## src/rtl/mig_cmd_arbiter.sv

```systemverilog
// Arbitrates NUM_REQ requesters onto one MIG command port with urgent/normal classes,
// round-robin inside each class and address range checking. Optional counters: MIG_ARB_STAT_EN.
module mig_cmd_arbiter #(
    parameter int unsigned NUM_REQ       = 3,
    parameter int unsigned MAX_ADDRESS   = 3840000,
    parameter int unsigned BYTE_PER_WORD = 16
) (
    input  logic                    clk,
    input  logic                    rst,
    input  logic [NUM_REQ-1:0]      req_valid,
    input  logic [NUM_REQ-1:0]      req_urgent,
    output logic [NUM_REQ-1:0]      req_ready,
    input  logic [3*NUM_REQ-1:0]    req_instr,
    input  logic [30*NUM_REQ-1:0]   req_addr,
    input  logic [6*NUM_REQ-1:0]    req_bl,
    output logic                    mig_cmd_en,
    output logic [2:0]              mig_cmd_instr,
    output logic [5:0]              mig_cmd_bl,
    output logic [29:0]             mig_cmd_byte_addr,
    input  logic                    mig_cmd_full,
    output logic [1:0]              last_grant,
    output logic                    error,
    output logic [1:0]              err_req,
    output logic [16*NUM_REQ-1:0]   stat_count
);

    typedef enum logic [0:0] {
        ArbIdle,
        ArbAct
    } state_e;

    state_e      state_q, state_d;
    logic [1:0]  rr_ptr_q, rr_ptr_d;
    logic        cmd_en_q, cmd_en_d;
    logic [2:0]  cmd_instr_q, cmd_instr_d;
    logic [5:0]  cmd_bl_q, cmd_bl_d;
    logic [29:0] cmd_addr_q, cmd_addr_d;
    logic        error_q, error_d;
    logic [1:0]  err_req_q, err_req_d;

    logic [NUM_REQ-1:0] urgent_valid;
    logic [NUM_REQ-1:0] cand;
    logic [2:0]         scan_idx;
    logic               win_found;
    logic [1:0]         win_idx;
    logic [2:0]         sel_instr;
    logic [29:0]        sel_addr;
    logic [5:0]         sel_bl;
    logic [30:0]        end_addr;
    logic               cmd_bad;

    // Urgent requests shadow normal ones entirely; RR scan starts just after the pointer.
    always_comb begin
        urgent_valid = req_valid & req_urgent;
        cand         = (urgent_valid != '0) ? urgent_valid : req_valid;
        win_found    = 1'b0;
        win_idx      = 2'd0;
        scan_idx     = 3'd0;
        for (int k = 1; k <= int'(NUM_REQ); k++) begin
            scan_idx = {1'b0, rr_ptr_q} + 3'(k);
            if (scan_idx >= 3'(NUM_REQ)) begin
                scan_idx = scan_idx - 3'(NUM_REQ);
            end
            if (!win_found && cand[scan_idx[1:0]]) begin
                win_found = 1'b1;
                win_idx   = scan_idx[1:0];
            end
        end
    end

    always_comb begin
        sel_instr = 3'd0;
        sel_addr  = 30'd0;
        sel_bl    = 6'd0;
        for (int i = 0; i < int'(NUM_REQ); i++) begin
            if (win_idx == 2'(i)) begin
                sel_instr = req_instr[3*i +: 3];
                sel_addr  = req_addr[30*i +: 30];
                sel_bl    = req_bl[6*i +: 6];
            end
        end
    end

    // End address is exclusive, so landing exactly on MAX_ADDRESS is still legal.
    always_comb begin
        end_addr = {1'b0, sel_addr} + ({25'd0, sel_bl} + 31'd1) * 31'(BYTE_PER_WORD);
        cmd_bad  = (sel_addr[3:0] != 4'd0) || (end_addr > 31'(MAX_ADDRESS));
    end

    always_comb begin
        state_d     = state_q;
        rr_ptr_d    = rr_ptr_q;
        cmd_en_d    = 1'b0;
        cmd_instr_d = cmd_instr_q;
        cmd_bl_d    = cmd_bl_q;
        cmd_addr_d  = cmd_addr_q;
        error_d     = error_q;
        err_req_d   = err_req_q;
        req_ready   = '0;
        unique case (state_q)
            ArbIdle: begin
                if (!mig_cmd_full && win_found) begin
                    req_ready[win_idx] = 1'b1;
                    rr_ptr_d           = win_idx;
                    if (cmd_bad) begin
                        // Dropped commands keep the FSM idle so the next grant can follow at once.
                        error_d = 1'b1;
                        if (!error_q) begin
                            err_req_d = win_idx;
                        end
                    end else begin
                        cmd_en_d    = 1'b1;
                        cmd_instr_d = sel_instr;
                        cmd_bl_d    = sel_bl;
                        cmd_addr_d  = sel_addr;
                        state_d     = ArbAct;
                    end
                end
            end
            ArbAct: begin
                state_d = ArbIdle;
            end
            default: begin
                state_d = ArbIdle;
            end
        endcase
    end

    always_ff @(posedge clk) begin
        if (!rst) begin
            state_q     <= ArbIdle;
            rr_ptr_q    <= 2'(NUM_REQ - 1);
            cmd_en_q    <= 1'b0;
            cmd_instr_q <= 3'd0;
            cmd_bl_q    <= 6'd0;
            cmd_addr_q  <= 30'd0;
            error_q     <= 1'b0;
            err_req_q   <= 2'd0;
        end else begin
            state_q     <= state_d;
            rr_ptr_q    <= rr_ptr_d;
            cmd_en_q    <= cmd_en_d;
            cmd_instr_q <= cmd_instr_d;
            cmd_bl_q    <= cmd_bl_d;
            cmd_addr_q  <= cmd_addr_d;
            error_q     <= error_d;
            err_req_q   <= err_req_d;
        end
    end

    assign mig_cmd_en        = cmd_en_q;
    assign mig_cmd_instr     = cmd_instr_q;
    assign mig_cmd_bl        = cmd_bl_q;
    assign mig_cmd_byte_addr = cmd_addr_q;
    assign last_grant        = rr_ptr_q;
    assign error             = error_q;
    assign err_req           = err_req_q;

`ifdef MIG_ARB_STAT_EN
    logic issue;
    assign issue = (state_q == ArbIdle) && !mig_cmd_full && win_found && !cmd_bad;

    for (genvar g = 0; g < int'(NUM_REQ); g++) begin : g_stat
        logic [15:0] cnt_q;
        always_ff @(posedge clk) begin
            if (!rst) begin
                cnt_q <= 16'd0;
            end else if (issue && (win_idx == 2'(g)) && (cnt_q != 16'hFFFF)) begin
                cnt_q <= cnt_q + 16'd1;
            end
        end
        assign stat_count[16*g +: 16] = cnt_q;
    end
`else
    assign stat_count = '0;
`endif

endmodule

```

## config.mk

```make
export PLATFORM = sky130hd
export DESIGN_NAME = mig_cmd_arbiter
export DESIGN_NICKNAME = d
export VERILOG_FILES = /design/src/rtl/mig_cmd_arbiter.sv
export SDC_FILE = /design/constraint.sdc
export NUM_CORES = 1
export LEC_CHECK = 0
export ABC_CLOCK_PERIOD_IN_PS = 11000
export CORE_ASPECT_RATIO = 0.8
export CORE_MARGIN = 10
export CORE_UTILIZATION = 40
export DETAILED_ROUTE_END_ITERATION = 8
export PLACE_DENSITY = 0.82
export SYNTH_ARGS = -nofsm -noshare
export SYNTH_HDL_FRONTEND = slang
export SYNTH_SLANG_ARGS = --single-unit
export TNS_END_PERCENT = 50
```

## constraint.sdc

```tcl
create_clock -name clk -period 11 [get_ports clk]
set_input_delay 3.3 -clock clk [delete_from_list [all_inputs] [get_ports clk]]
set_output_delay 3.3 -clock clk [all_outputs]
set_load 0.01 [all_outputs]
```

* Word-level counts from Yosys, hierarchy flattened *
Cells that the tools add are included.

word-level totals
  register bits = 46
  bits of input ports = 126
  output and inout port bits = 96

operators by class
  add/sub/neg operators = 8
  order comparisons = 9
  equality and inequality tests = 2
  multiplexer cells = 32
  bitwise gates (word level) = 5
  reduce and logical (&&, ||, !) cells = 16

operators with widths
  kind                                                                                 number
  30-bit two-way mux                                                                   3
  30-bit by 11-bit adder with 31-bit output                                            1
  31-bit by 22-bit > comparator with 1-bit output, second input constant               1
  3-bit two-way mux                                                                    6
  6-bit two-way mux                                                                    3
  2-bit by 3-bit less-than comparator with 1-bit output, second input constant         4
  2-bit two-way mux                                                                    6
  3-bit by 2-bit greater-or-equal comparator with 1-bit output, second input constant  3
  1-bit two-way mux                                                                    9
  6-bit by 1-bit adder with 7-bit output, second input constant                        1
  2-bit by 2-bit adder with 3-bit output, second input constant                        2
  1-bit binary-select mux with 2-bit select                                            3
  3-bit AND reduction                                                                  2
  2-bit subtractor, second input constant                                              3
  1-bit logical AND                                                                    4
  1-bit inverter                                                                       4
  4-bit AND reduction                                                                  1
  4-bit nonzero test                                                                   1
  2-bit by 1-bit adder with 3-bit output, second input constant                        1
  3-bit AND                                                                            1
  1-bit zero test                                                                      3
  3-bit nonzero test                                                                   1
  1-bit demux with 2-bit select                                                        1
  2-bit by 1-bit == test with 1-bit output, second input constant                      1
  7 further kinds                                                                      7

* Longest topological paths before layout *
  depth after elaboration = 23
  depth in mapped cells = 29
  mapped depth without buffers = 24

* Least setup slack after synthesis *
OpenSTA, ideal clock, no wires.

  path kind = input -> output
  start = input port req_valid[0]
  end = output port req_ready[0]
  arrival time = 5.361 ns
  data required time = 7.700 ns
  path slack = 2.339 ns
  stages on the path = 9
  buffers on the path = 3
  cell sequence = a21bo_2 > a22o_1 > and3_1 > clkbuf_1 > nor2_1 > buf_2 > buf_1 > nand2_1 > nor4_1

on the way
  cells in the longest elaborated chain, start to end = 18
  elaborated cells on any way between the ends = 27

RTL lines
  item                                                                                                                                                                line  text
  start: declaration                                                                                                                                                  10    input logic [NUM_REQ-1:0] req_valid,
  3-bit AND                                                                                                                                                           54    urgent_valid = req_valid & req_urgent;
  3-bit nonzero test                                                                                                                                                  55    cand = (urgent_valid != '0) ? urgent_valid : req_valid;
  3-bit two-way mux (*)                                                                                                                                               55
  1-bit binary-select mux with 2-bit select                                                                                                                           64    if (!win_found && cand[scan_idx[1:0]]) begin
  1-bit two-way mux (implied by the code)                                                                                                                             64
  1-bit two-way mux                                                                                                                                                   64
  1-bit zero test                                                                                                                                                     64
  1-bit logical AND                                                                                                                                                   64
  (+2 left out)                                                                                                                                                       n/a
  1-bit logical AND                                                                                                                                                   64
  2-bit two-way mux                                                                                                                                                   64
  2-bit by 3-bit less-than comparator with 1-bit output (implied by the code) / 2-bit by 1-bit greater-or-equal comparator with 1-bit output (equally long branches)  103   req_ready[win_idx] = 1'b1;
  1-bit logical AND (implied by the code)                                                                                                                             103
  1-bit two-way mux (implied by the code)                                                                                                                             103
  1-bit demux with 2-bit select                                                                                                                                       103
  3-bit two-way mux (*)                                                                                                                                               102   if (!mig_cmd_full && win_found) begin
  3-bit two-way mux (*)                                                                                                                                               100   unique case (state_q)
  end: declaration                                                                                                                                                    12    output logic [NUM_REQ-1:0] req_ready,

Every way passes the cells marked *; elsewhere a longest branch is shown, timed or not. The select of a mux whose other input is x is not followed.

* Worst setup path after layout *
  start = input port req_urgent[0]
  end = register cmd_addr_q[11], in the netlist mig_cmd_byte_addr[11]

on the way
  cells in the longest elaborated chain, start to end = 22
  elaborated cells on any way between the ends = 36

RTL lines
  item                                                 line  text
  start: declaration                                   11    input logic [NUM_REQ-1:0] req_urgent,
  3-bit AND (*)                                        54
  3-bit nonzero test                                   55
  3-bit two-way mux (*)                                55
  1-bit binary-select mux with 2-bit select            64
  1-bit two-way mux (implied by the code)              64
  1-bit two-way mux                                    64
  1-bit zero test                                      64
  1-bit logical AND                                    64
  (+7 left out)                                        n/a
  6-bit two-way mux (*)                                76    if (win_idx == 2'(i)) begin
  net sel_bl[1]                                        48    logic [5:0] sel_bl;
  6-bit by 1-bit adder with 7-bit output (*)           86    end_addr = {1'b0, sel_addr} + ({25'd0, sel_bl} + 31'd1) * 31'(BYTE_PER_WORD);
  30-bit by 11-bit adder with 31-bit output (*)        86
  31-bit by 22-bit > comparator with 1-bit output (*)  87    cmd_bad = (sel_addr[3:0] != 4'd0) || (end_addr > 31'(MAX_ADDRESS));
  1-bit logical OR (*)                                 87
  1-bit inverter (no source line) (*)                  n/a
  3-bit AND reduction (no source line) (*)             n/a
  end signal: assignment                               145   cmd_addr_q <= cmd_addr_d;
  end: declaration                                     37    logic [29:0] cmd_addr_q, cmd_addr_d;

Mark *: on every way through the listed nets, which the timed path passes. The rest lies on a longest branch. The select of a mux whose other input is x is not followed.
A chain may end at the register's enable or synchronous reset.

==> results.cfg <==
[run_status]
outcome = completed

[timing]
setup_viol = 0
period_share_pct = 88.0
fin_skew_ps = 8.96
period_needed_ps = 9680
rsz0062_at_grt = false
maxSlewViolCount = 0
max_slew_margin_pct = 22.4
tightest_slew_ps = 1160
fmax_mhz = 103
tns_ps = 0
hold_viol = 0

[yosys]
ys.flop_type = dfxtp_1
yosysUniqueCellTypes = 79
yosysWarnings = 0
synth_area_leaders = dfxtp_1 22%, buf_4 8.7%, nand2_1 6.0%
syn_avg_cell_area_um2 = 7.33
ys_seq_area_share_pct = 21.9
synth_edf_count = 0
yosysTopAreaCellShare_pct = 21.9
ys_seq_elements = 45
async_flop_share_pct = 0
postSynthCellCount = 562
netlist_area_mm2 = 0.00412
synth_top_cell_by_area = dfxtp_1

[worst_hold_path]
min-delay-path-class = flop to flop
hold_start = mig_cmd_byte_addr[6]$_SDFFE_PN0P_

[layout]
drive_above_1_share_pct = 6.26
fin_cells = 859
mostFrequentLayoutCells = 172 x clkdlybuf4s50_1, 66 x nand2_1, 49 x nand3_1
layout_commonest_cell = clkdlybuf4s50_1
area_growth_pct = 44.3
nNetsFinal = 856
num_antenna_cells = 0

[clock_network]
clock_path_buffers = 2
cts-root-buf = clkbuf_16
cts_setup_buffers = 0
clk_pin_slew_worst_paths_ps = 60
cts_resized = 0
cts_hold_buf = 0
clock_latency_ps = 290
numCtsBuffers = 5
cts.sinks = 45
cts_max_level = 2
cts_tree = yes

[floorplanning]
die_h_um = 111
ioPinCount = 222
die_w_um = 133
start_util_pct = 40.6
dieArea_mm2 = 0.0148
rows = 33
core_region_area_mm2 = 0.0102

[setup_path]
worst_setup_path_end_kind = flop
crit_chain = clkdlybuf4s50_1, a22oi_1, o21ai_2, a2111oi_4, nor2_4, a31oi_1, ha_1, xor2_1, ha_1, nor2b_1, o21ai_0, a21boi_0, o31a_1, nor2_1, nor2_1, or3_1, a21o_1, a32oi_1, o2111ai_4, buf_4, nand3_1, o31ai_2
worstPathRequired_ps = 11140
arrival_ps = 9820
crit_slowest_cell = a2111oi_4
rr_startpoint = last_grant[0]$_SDFFE_PN0P_
startpoint = req_urgent[0]
cpPeakStageDelay_ps = 610
startpoint_type = input pin
crit_type = input pin to flop
critPathMaxFanout = 28

[grt]
grt_use_total_pct = 19.5
antenna_found_initial = 0
grt_start_max_net_pins = 60
gr-total-overflow = 0
grt_pass1_wl_mm = 24.4
grt_pass1_vias = 4812

[power_and_ir_drop]
p_leak_uw = 0.00231
power_density_mw_per_mm2 = 171
ir_drop_uv = 83.4

[drt]
num_vias = 4838
wl_per_cell_um = 18.2
dr.pass1.iters = 5
viasPerCell = 5.63
ant_nets = 0
drt-initial-drc-count = 506
wirelength_mm = 15.6
drc_errors = 0

[place]
gp_congestion = 0.916
dp_hpwl_mm = 12.8
place_inst = 851
portBuffers = 173

[flow_run]
drv_cap = 0
worst max-delay path, delay by kind of cell:
kind	cells	cell delay [ps]
adders and majority gates	2	570
xor gates and xnor gates	1	170
AOI/OAI and AO/OA	11	3420
and+or+nand+nor	6	1490
buffers and inverters	2	860
stage by stage:
| stage | hold slack (ps) | setup slack [ps] | util [%] | total power (uW) | cell area (um2) |
|---|---|---|---|---|---|
| finish | 457 | 1320 | 58.5 | 1010 | 5950 |
| global route | 487 | 815 | 58.5 | 1090 | 5950 |
| CTS | 458 | 1360 | 58.5 | 1000 | 5950 |
| detailed placement | 449 | 1180 | 56.9 | 831 | 5780 |
| global placement | 444 | 1410 | 56.9 | 808 | 5780 |
| floorplan | 476 | 2340 | - | 648 | 4300 |
area by class of cell:
class | instances | area, um2
inverters | 12 | 45.0
flip-flops and latches | 45 | 901
well taps | 140 | 175
repair buffers | 183 | 1800
fillers | 930 | 4210
clock inverters | 2 | 38.8
multi-input cells | 471 | 2860
clock buffers | 6 | 129
power breakdown:
group	switching (uW)	internal, uW
sequential	5.02	168
combinational	407	265
clock	61.1	108
layer usage:
metal,track usage (%),share of wire (%),up-vias
met1,22.6,40,2280
met4,3.91,1.3,0
met2,34.6,50,238
met5,0,0,-
met3,5.66,8.8,21
li1,-,-,2299
cell families after synthesis:
kind of cell	count (synthesis)	synth area share (%)
buffers and inverters	93	13.6
AO/OA/AOI/OAI	168	29.3
adder cells (fa/ha/maj)	12	3.83
multiplexers	4	1.00
flip-flops	45	21.9
AND/OR/NAND/NOR	230	28.4
XOR/XNOR	9	1.91
other	1	0.0910
registers in the layout, indices dropped and copies added (netlist names):
name / cells
error: 1
mig_cmd_byte_addr: 30
mig_cmd_instr: 3
err_req: 2
last_grant: 2
state_q: 1
mig_cmd_bl: 6
synthesized netlist by cell type, types with 9 or more instances:
cell	count
a21oi_1	24
a31oi_1	16
and3_1	19
buf_4	48
clkbuf_1	16
dfxtp_1	45
ha_1	11
inv_1	12
nand2_1	66
nand3_1	49
nor2_1	43
o21ai_0	25
o21ai_1	12
o22ai_1	9
path summary, 6_finish.rpt:
check / endpoint / cells past startpoint / slack [ps]
worst max-delay path: mig_cmd_byte_addr[11]$_SDFFE_PN0P_ / 22 / 1320
worst min-delay path: mig_cmd_byte_addr[6]$_SDFFE_PN0P_ / 2 / 460
worst max register to register: mig_cmd_byte_addr[11]$_SDFFE_PN0P_ / 23 / 3950
worst min register to register: mig_cmd_byte_addr[6]$_SDFFE_PN0P_ / 2 / 460
Note: power is estimated with default switching activity, not from simulation.
